===== src/rtl/exe_ctrl_pipe.sv =====
// Execute-stage control decoder with multi-cycle op sequencing and a registered output word.
// Latency: 1 cycle accept->out_valid for single-cycle ops, MC_LAT cycles for mul/div.
// Backpressure: in_ready drops while a multi-cycle op runs, while an unconsumed word is held, or on flush.
module exe_ctrl_pipe #(
  parameter int OPW    = 4,
  parameter int FNW    = 6,
  parameter int OPSELW = 5,
  parameter int MC_LAT = 4
) (
  input  logic              clk,
  input  logic              rst_n,
  input  logic              in_valid,
  output logic              in_ready,
  input  logic [OPW-1:0]    opcode,
  input  logic [FNW-1:0]    funct,
  input  logic              flush,
  output logic              out_valid,
  input  logic              out_ready,
  output logic [OPSELW-1:0] operation,
  output logic              mem_read,
  output logic              mem_write,
  output logic              mem_to_reg,
  output logic              illegal,
  output logic              mc_busy
);

  typedef enum logic [1:0] {IDLE = 2'd0, MC = 2'd1, HOLD = 2'd2} state_t;

  // Counter preload: out_valid rises on the edge where the counter reads 1.
  localparam logic [3:0] MC_INIT = 4'(MC_LAT - 1);

  state_t              r_state, w_state_nxt;
  logic [3:0]          r_cnt, w_cnt_nxt;
  logic                r_out_valid, w_out_valid_nxt;
  logic [OPSELW-1:0]   r_operation;
  logic                r_mem_read, r_mem_write, r_mem_to_reg, r_illegal;

  logic [OPSELW-1:0]   w_dec_op;
  logic                w_dec_rd, w_dec_wr, w_dec_m2r, w_dec_ill, w_dec_mc;
  logic                w_accept;

  // Opcode/funct decode of the instruction currently offered upstream.
  always_comb begin
    w_dec_op  = '0;
    w_dec_rd  = 1'b0;
    w_dec_wr  = 1'b0;
    w_dec_m2r = 1'b0;
    w_dec_ill = 1'b0;
    w_dec_mc  = 1'b0;
    case (opcode)
      OPW'(4'h2): begin
        case (funct)
          FNW'(6'h20): w_dec_op = OPSELW'(5'h03);
          FNW'(6'h24): w_dec_op = OPSELW'(5'h05);
          FNW'(6'h25): w_dec_op = OPSELW'(5'h02);
          FNW'(6'h14): w_dec_op = OPSELW'(5'h04);
          FNW'(6'h08): w_dec_op = OPSELW'(5'h0B);
          FNW'(6'h27): w_dec_op = OPSELW'(5'h0A);
          FNW'(6'h2A): w_dec_op = OPSELW'(5'h08);
          FNW'(6'h2B): w_dec_op = OPSELW'(5'h09);
          FNW'(6'h00): w_dec_op = OPSELW'(5'h06);
          FNW'(6'h02): w_dec_op = OPSELW'(5'h07);
          FNW'(6'h21): begin
            w_dec_op  = OPSELW'(5'h03);
            w_dec_rd  = 1'b1;
            w_dec_m2r = 1'b1;
          end
          FNW'(6'h13): begin
            w_dec_op = OPSELW'(5'h03);
            w_dec_wr = 1'b1;
          end
          FNW'(6'h18): begin
            w_dec_op = OPSELW'(5'h0C);
            w_dec_mc = 1'b1;
          end
          FNW'(6'h1A): begin
            w_dec_op = OPSELW'(5'h0D);
            w_dec_mc = 1'b1;
          end
          default: w_dec_ill = 1'b1;
        endcase
      end
      OPW'(4'h3): w_dec_op = OPSELW'(5'h02);
      OPW'(4'h4): w_dec_op = OPSELW'(5'h03);
      OPW'(4'h5): w_dec_op = OPSELW'(5'h04);
      OPW'(4'h6): w_dec_op = OPSELW'(5'h05);
      OPW'(4'h7): w_dec_op = OPSELW'(5'h16);
      OPW'(4'hB): w_dec_op = OPSELW'(5'h01);
      default:    w_dec_ill = 1'b1;
    endcase
  end

  assign in_ready  = (r_state != MC) && (!r_out_valid || out_ready) && !flush;
  assign w_accept  = in_valid && in_ready;
  assign mc_busy   = (r_state == MC);
  assign out_valid = r_out_valid;
  assign operation = r_operation;
  assign mem_read  = r_mem_read;
  assign mem_write = r_mem_write;
  assign mem_to_reg = r_mem_to_reg;
  assign illegal   = r_illegal;

  // Next state, counter and out_valid; flush overrides everything else.
  always_comb begin
    w_state_nxt     = r_state;
    w_cnt_nxt       = r_cnt;
    w_out_valid_nxt = r_out_valid;
    if (flush) begin
      w_state_nxt     = IDLE;
      w_cnt_nxt       = '0;
      w_out_valid_nxt = 1'b0;
    end else begin
      case (r_state)
        MC: begin
          w_cnt_nxt = r_cnt - 4'd1;
          if (r_cnt == 4'd1) begin
            w_state_nxt     = HOLD;
            w_out_valid_nxt = 1'b1;
          end
        end
        IDLE, HOLD: begin
          if (r_out_valid && out_ready) begin
            w_out_valid_nxt = 1'b0;
            w_state_nxt     = IDLE;
          end
          if (w_accept) begin
            if (w_dec_mc) begin
              w_state_nxt     = MC;
              w_cnt_nxt       = MC_INIT;
              w_out_valid_nxt = 1'b0;
            end else begin
              w_state_nxt     = IDLE;
              w_out_valid_nxt = 1'b1;
            end
          end
        end
        default: begin
          w_state_nxt     = IDLE;
          w_cnt_nxt       = '0;
          w_out_valid_nxt = 1'b0;
        end
      endcase
    end
  end

  // Control state register.
  always_ff @(posedge clk or negedge rst_n) begin
    if (!rst_n) begin
      r_state     <= IDLE;
      r_cnt       <= '0;
      r_out_valid <= 1'b0;
    end else begin
      r_state     <= w_state_nxt;
      r_cnt       <= w_cnt_nxt;
      r_out_valid <= w_out_valid_nxt;
    end
  end

  // Output word captured only on accept so it stays stable while held.
  always_ff @(posedge clk or negedge rst_n) begin
    if (!rst_n) begin
      r_operation  <= '0;
      r_mem_read   <= 1'b0;
      r_mem_write  <= 1'b0;
      r_mem_to_reg <= 1'b0;
      r_illegal    <= 1'b0;
    end else if (w_accept) begin
      r_operation  <= w_dec_op;
      r_mem_read   <= w_dec_rd;
      r_mem_write  <= w_dec_wr;
      r_mem_to_reg <= w_dec_m2r;
      r_illegal    <= w_dec_ill;
    end
  end

endmodule


===== config.mk =====
export PLATFORM = sky130hd
export DESIGN_NAME = exe_ctrl_pipe
export DESIGN_NICKNAME = d
export VERILOG_FILES = /design/src/rtl/exe_ctrl_pipe.sv
export SDC_FILE = /design/constraint.sdc
export NUM_CORES = 1
export LEC_CHECK = 0
export ABC_AREA = 1
export CAP_MARGIN = 20
export CORE_UTILIZATION = 40
export DETAILED_ROUTE_END_ITERATION = 8
export GPL_TIMING_DRIVEN = 0
export PLACE_DENSITY = 0.67
export SLEW_MARGIN = 20
export SYNTH_ARGS = -nofsm -noshare
export SYNTH_HDL_FRONTEND = slang
export SYNTH_SLANG_ARGS = --single-unit

===== constraint.sdc =====
create_clock -name clk -period 1.6 [get_ports clk]
set_input_delay 0.24 -clock clk [delete_from_list [all_inputs] [get_ports clk]]
set_output_delay 0.24 -clock clk [all_outputs]
set_load 0.01 [all_outputs]

==> run summary <==
outcome -> complete, no violations
Starting Density -> 43.20%
Synth top area share -> 34.44%
metal3 WL -> 80 um
largest family of logic cells by synthesized area -> simple AND/OR/NAND/NOR gates
DP Cell Count -> 218
relative slew slack -> 54.58%
Hold WS -> 0.3504 ns
HP Class -> primary input to async pin
commonest non-fill, non-tap cells in the layout -> 46 x nand2_1, 24 x nor2_1, 23 x clkdlybuf4s50_1, 17 x inv_1
Port Buffers -> 26
post-route insts no fill -> 222
Clock transition at path regs -> 0.10 ns
area delta synth->final -> 29.97%
crit-path cells -> inv_1, nor2_4, nor3_1, clkdlybuf4s15_1
most common cell after layout, fill and taps aside -> nand2_1
vias in the first global route -> 1073
post-synthesis adder-cell area fraction -> 2.296%
Tightest Pin Transition -> 0.6791 ns
largest net degree at the start of global routing -> 16
Netlist Area Pre-Place -> 1090 um^2
Die Span Y -> 54.20 um
Synth Area in Simple Gates -> 47.30%
worst r2r path cells -> 9
multiplexer area fraction after synthesis -> 0%
Final Max Slew Viols -> 0
drt total wl -> 2.448 mm
Syn Area/Cell -> 6.727 um^2
crit end category -> output pin
Peak supply drop -> 0.4466 mV
max reg flops -> 5
Root Buffer -> clkbuf_4
Synth cell types -> 21
worst r2r src -> r_state[1]$_DFFE_PN0P_
initial DRC count -> 21
vias -> 1114
CTS tree -> done
Critical R2R Capture -> out_valid$_DFFE_PN0P_
WP data arrival -> 1.28 ns
top post-synthesis cells by area -> dfrtp_1 34%, nand2_1 16%, nor2_1 8.3%
Critical Path Stages -> 4
Clock Skew -> 0.01038 ns
CTS buffer count -> 3
total power -> 0.8226 mW
Post-Place Setup Slack -> -0.1665 ns
syn_nets -> 179
Post-Synth XOR/XNOR Area -> 0%
number of setup buffers added after CTS -> 0
Final setup viols -> 0
synthesized flop and latch total -> 15
Placer Congestion -> 0.9001
CP delay by family, top -> flip-flops
I/O Pins -> 27
site row count -> 18
die width -> 54.20 um
Cells after Synth -> 162
critical path class -> flip-flop to output pin
Critical-path top delay cell -> dfrtp_1
WL met2 -> 1.226 mm
FILL cells -> 263
DR WL/cell -> 11.03 um
Fin. Hold Viols -> 0
Post-DP HPWL -> 2.057 mm
achievable frequency -> 657.7 MHz
drc violations -> 0
Critical Path RT -> 1.36 ns
Via density -> 5.018
Final Cycle Share -> 95.03%
worst setup margin -> 0.07949 ns
CP max stage delay -> 0.38 ns
largest fanout on the critical path -> 5
Max Buffers Root-to-Sink -> 2
share of layout cells above drive strength 1 -> 13.54%
total global routing overflow -> 0
RSZ-0062 raised after global routing -> no
Yosys top cell by area -> dfrtp_1
min Tclk post-route -> 1.521 ns
GRT Overall Usage -> 20.06%
area post-placement -> 1388 um^2
sequential element share of the synthesized area -> 34.44%
highest routed layer -> met4
fin util -> 56.15%
design area -> 1416 um^2
initial antenna violation count -> 0
htree depth -> 1
leakage power -> 0.7278 nW
DIE AREA -> 2937 um^2
reg-to-reg setup timing slack -> 0.28 ns
first-pass GRT wire length -> 4.243 mm
Clock Sinks -> 15
TritonRoute pass-1 iters -> 4
warnings from Yosys -> 0
Inserted Diodes -> 0
setup total negative slack -> 0 ns
final layout net count -> 210
core box area -> 2522 um^2
critical path launch point type -> flip-flop
max-cap violations -> 0
CP Launch Point -> r_state[0]$_DFFE_PN0P_
worst path bufs/invs -> 2
compound-cell area share of the yosys netlist -> 6.659%
M1 WL -> 1.098 mm
worst skew pair latency -> 0.29 ns
post-route ant nets -> 0
CP Capture Point -> in_ready
pwr dens -> 580.8 nW/um^2
[report_power, final]
part	switching, mW	leakage [nW]	internal [mW]
clock	0.127	0.0177	0.0930
combinational	0.104	0.507	0.0939
sequential	0.00956	0.203	0.395
total	0.241	0.728	0.582
[cell usage after synthesis (all sizes together)]
cell type  instances
a21oi              2
buf                2
dfrtp             15
ha                 2
inv               22
nand2             48
nand3             21
nand4              5
nor2              30
nor3               3
o211ai             1
o21ai              8
o221ai             1
o22ai              1
or2                1
[timing repair]
item	4_1_cts	5_1_grt
gates resized for setup	2	2
setup endpoints to repair	2	2
hold buffers	0	0
[cells by family after synthesis]
family / Yosys count
fa+ha+maj: 2
compound gates: 13
buf+inv: 24
simple gates: 108
flops: 15
[worst min path at each step]
stage	startpoint	to	cells past startpoint
3_3_place_gp	operation[2]$_DFFE_PN0P_	operation[2]$_DFFE_PN0P_	2
2_1_floorplan	rst_n	illegal$_DFFE_PN0P_	0
5_1_grt	rst_n	mem_to_reg$_DFFE_PN0P_	1
4_1_cts	rst_n	r_cnt[3]$_DFFE_PN0P_	1
6_report	rst_n	r_cnt[3]$_DFFE_PN0P_	1
3_5_place_dp	operation[1]$_DFFE_PN0P_	operation[1]$_DFFE_PN0P_	2
[area by class of cell]
type | count | area (um^2) | share of cell area (%)
multi-input combinational | 123 | 613.1 | 43.29
sequential | 15 | 375.4 | 26.50
timing repair buffer | 26 | 261.5 | 18.46
inverter | 22 | 82.58 | 5.830
tap | 30 | 37.54 | 2.650
clock buffer | 3 | 22.52 | 1.590
buffer | 2 | 18.77 | 1.325
clock inverter | 1 | 5.005 | 0.3534
[routing by layer]
| layer | global-route usage [%] | vias to the layer above |
|---|---|---|
| met3 | 5.932 | 6 |
| met5 | 0 | - |
| met1 | 22.97 | 507 |
| met2 | 35.16 | 17 |
| li1 | - | 584 |
| met4 | 6.410 | 0 |
(Power assumes the default switching activity.)
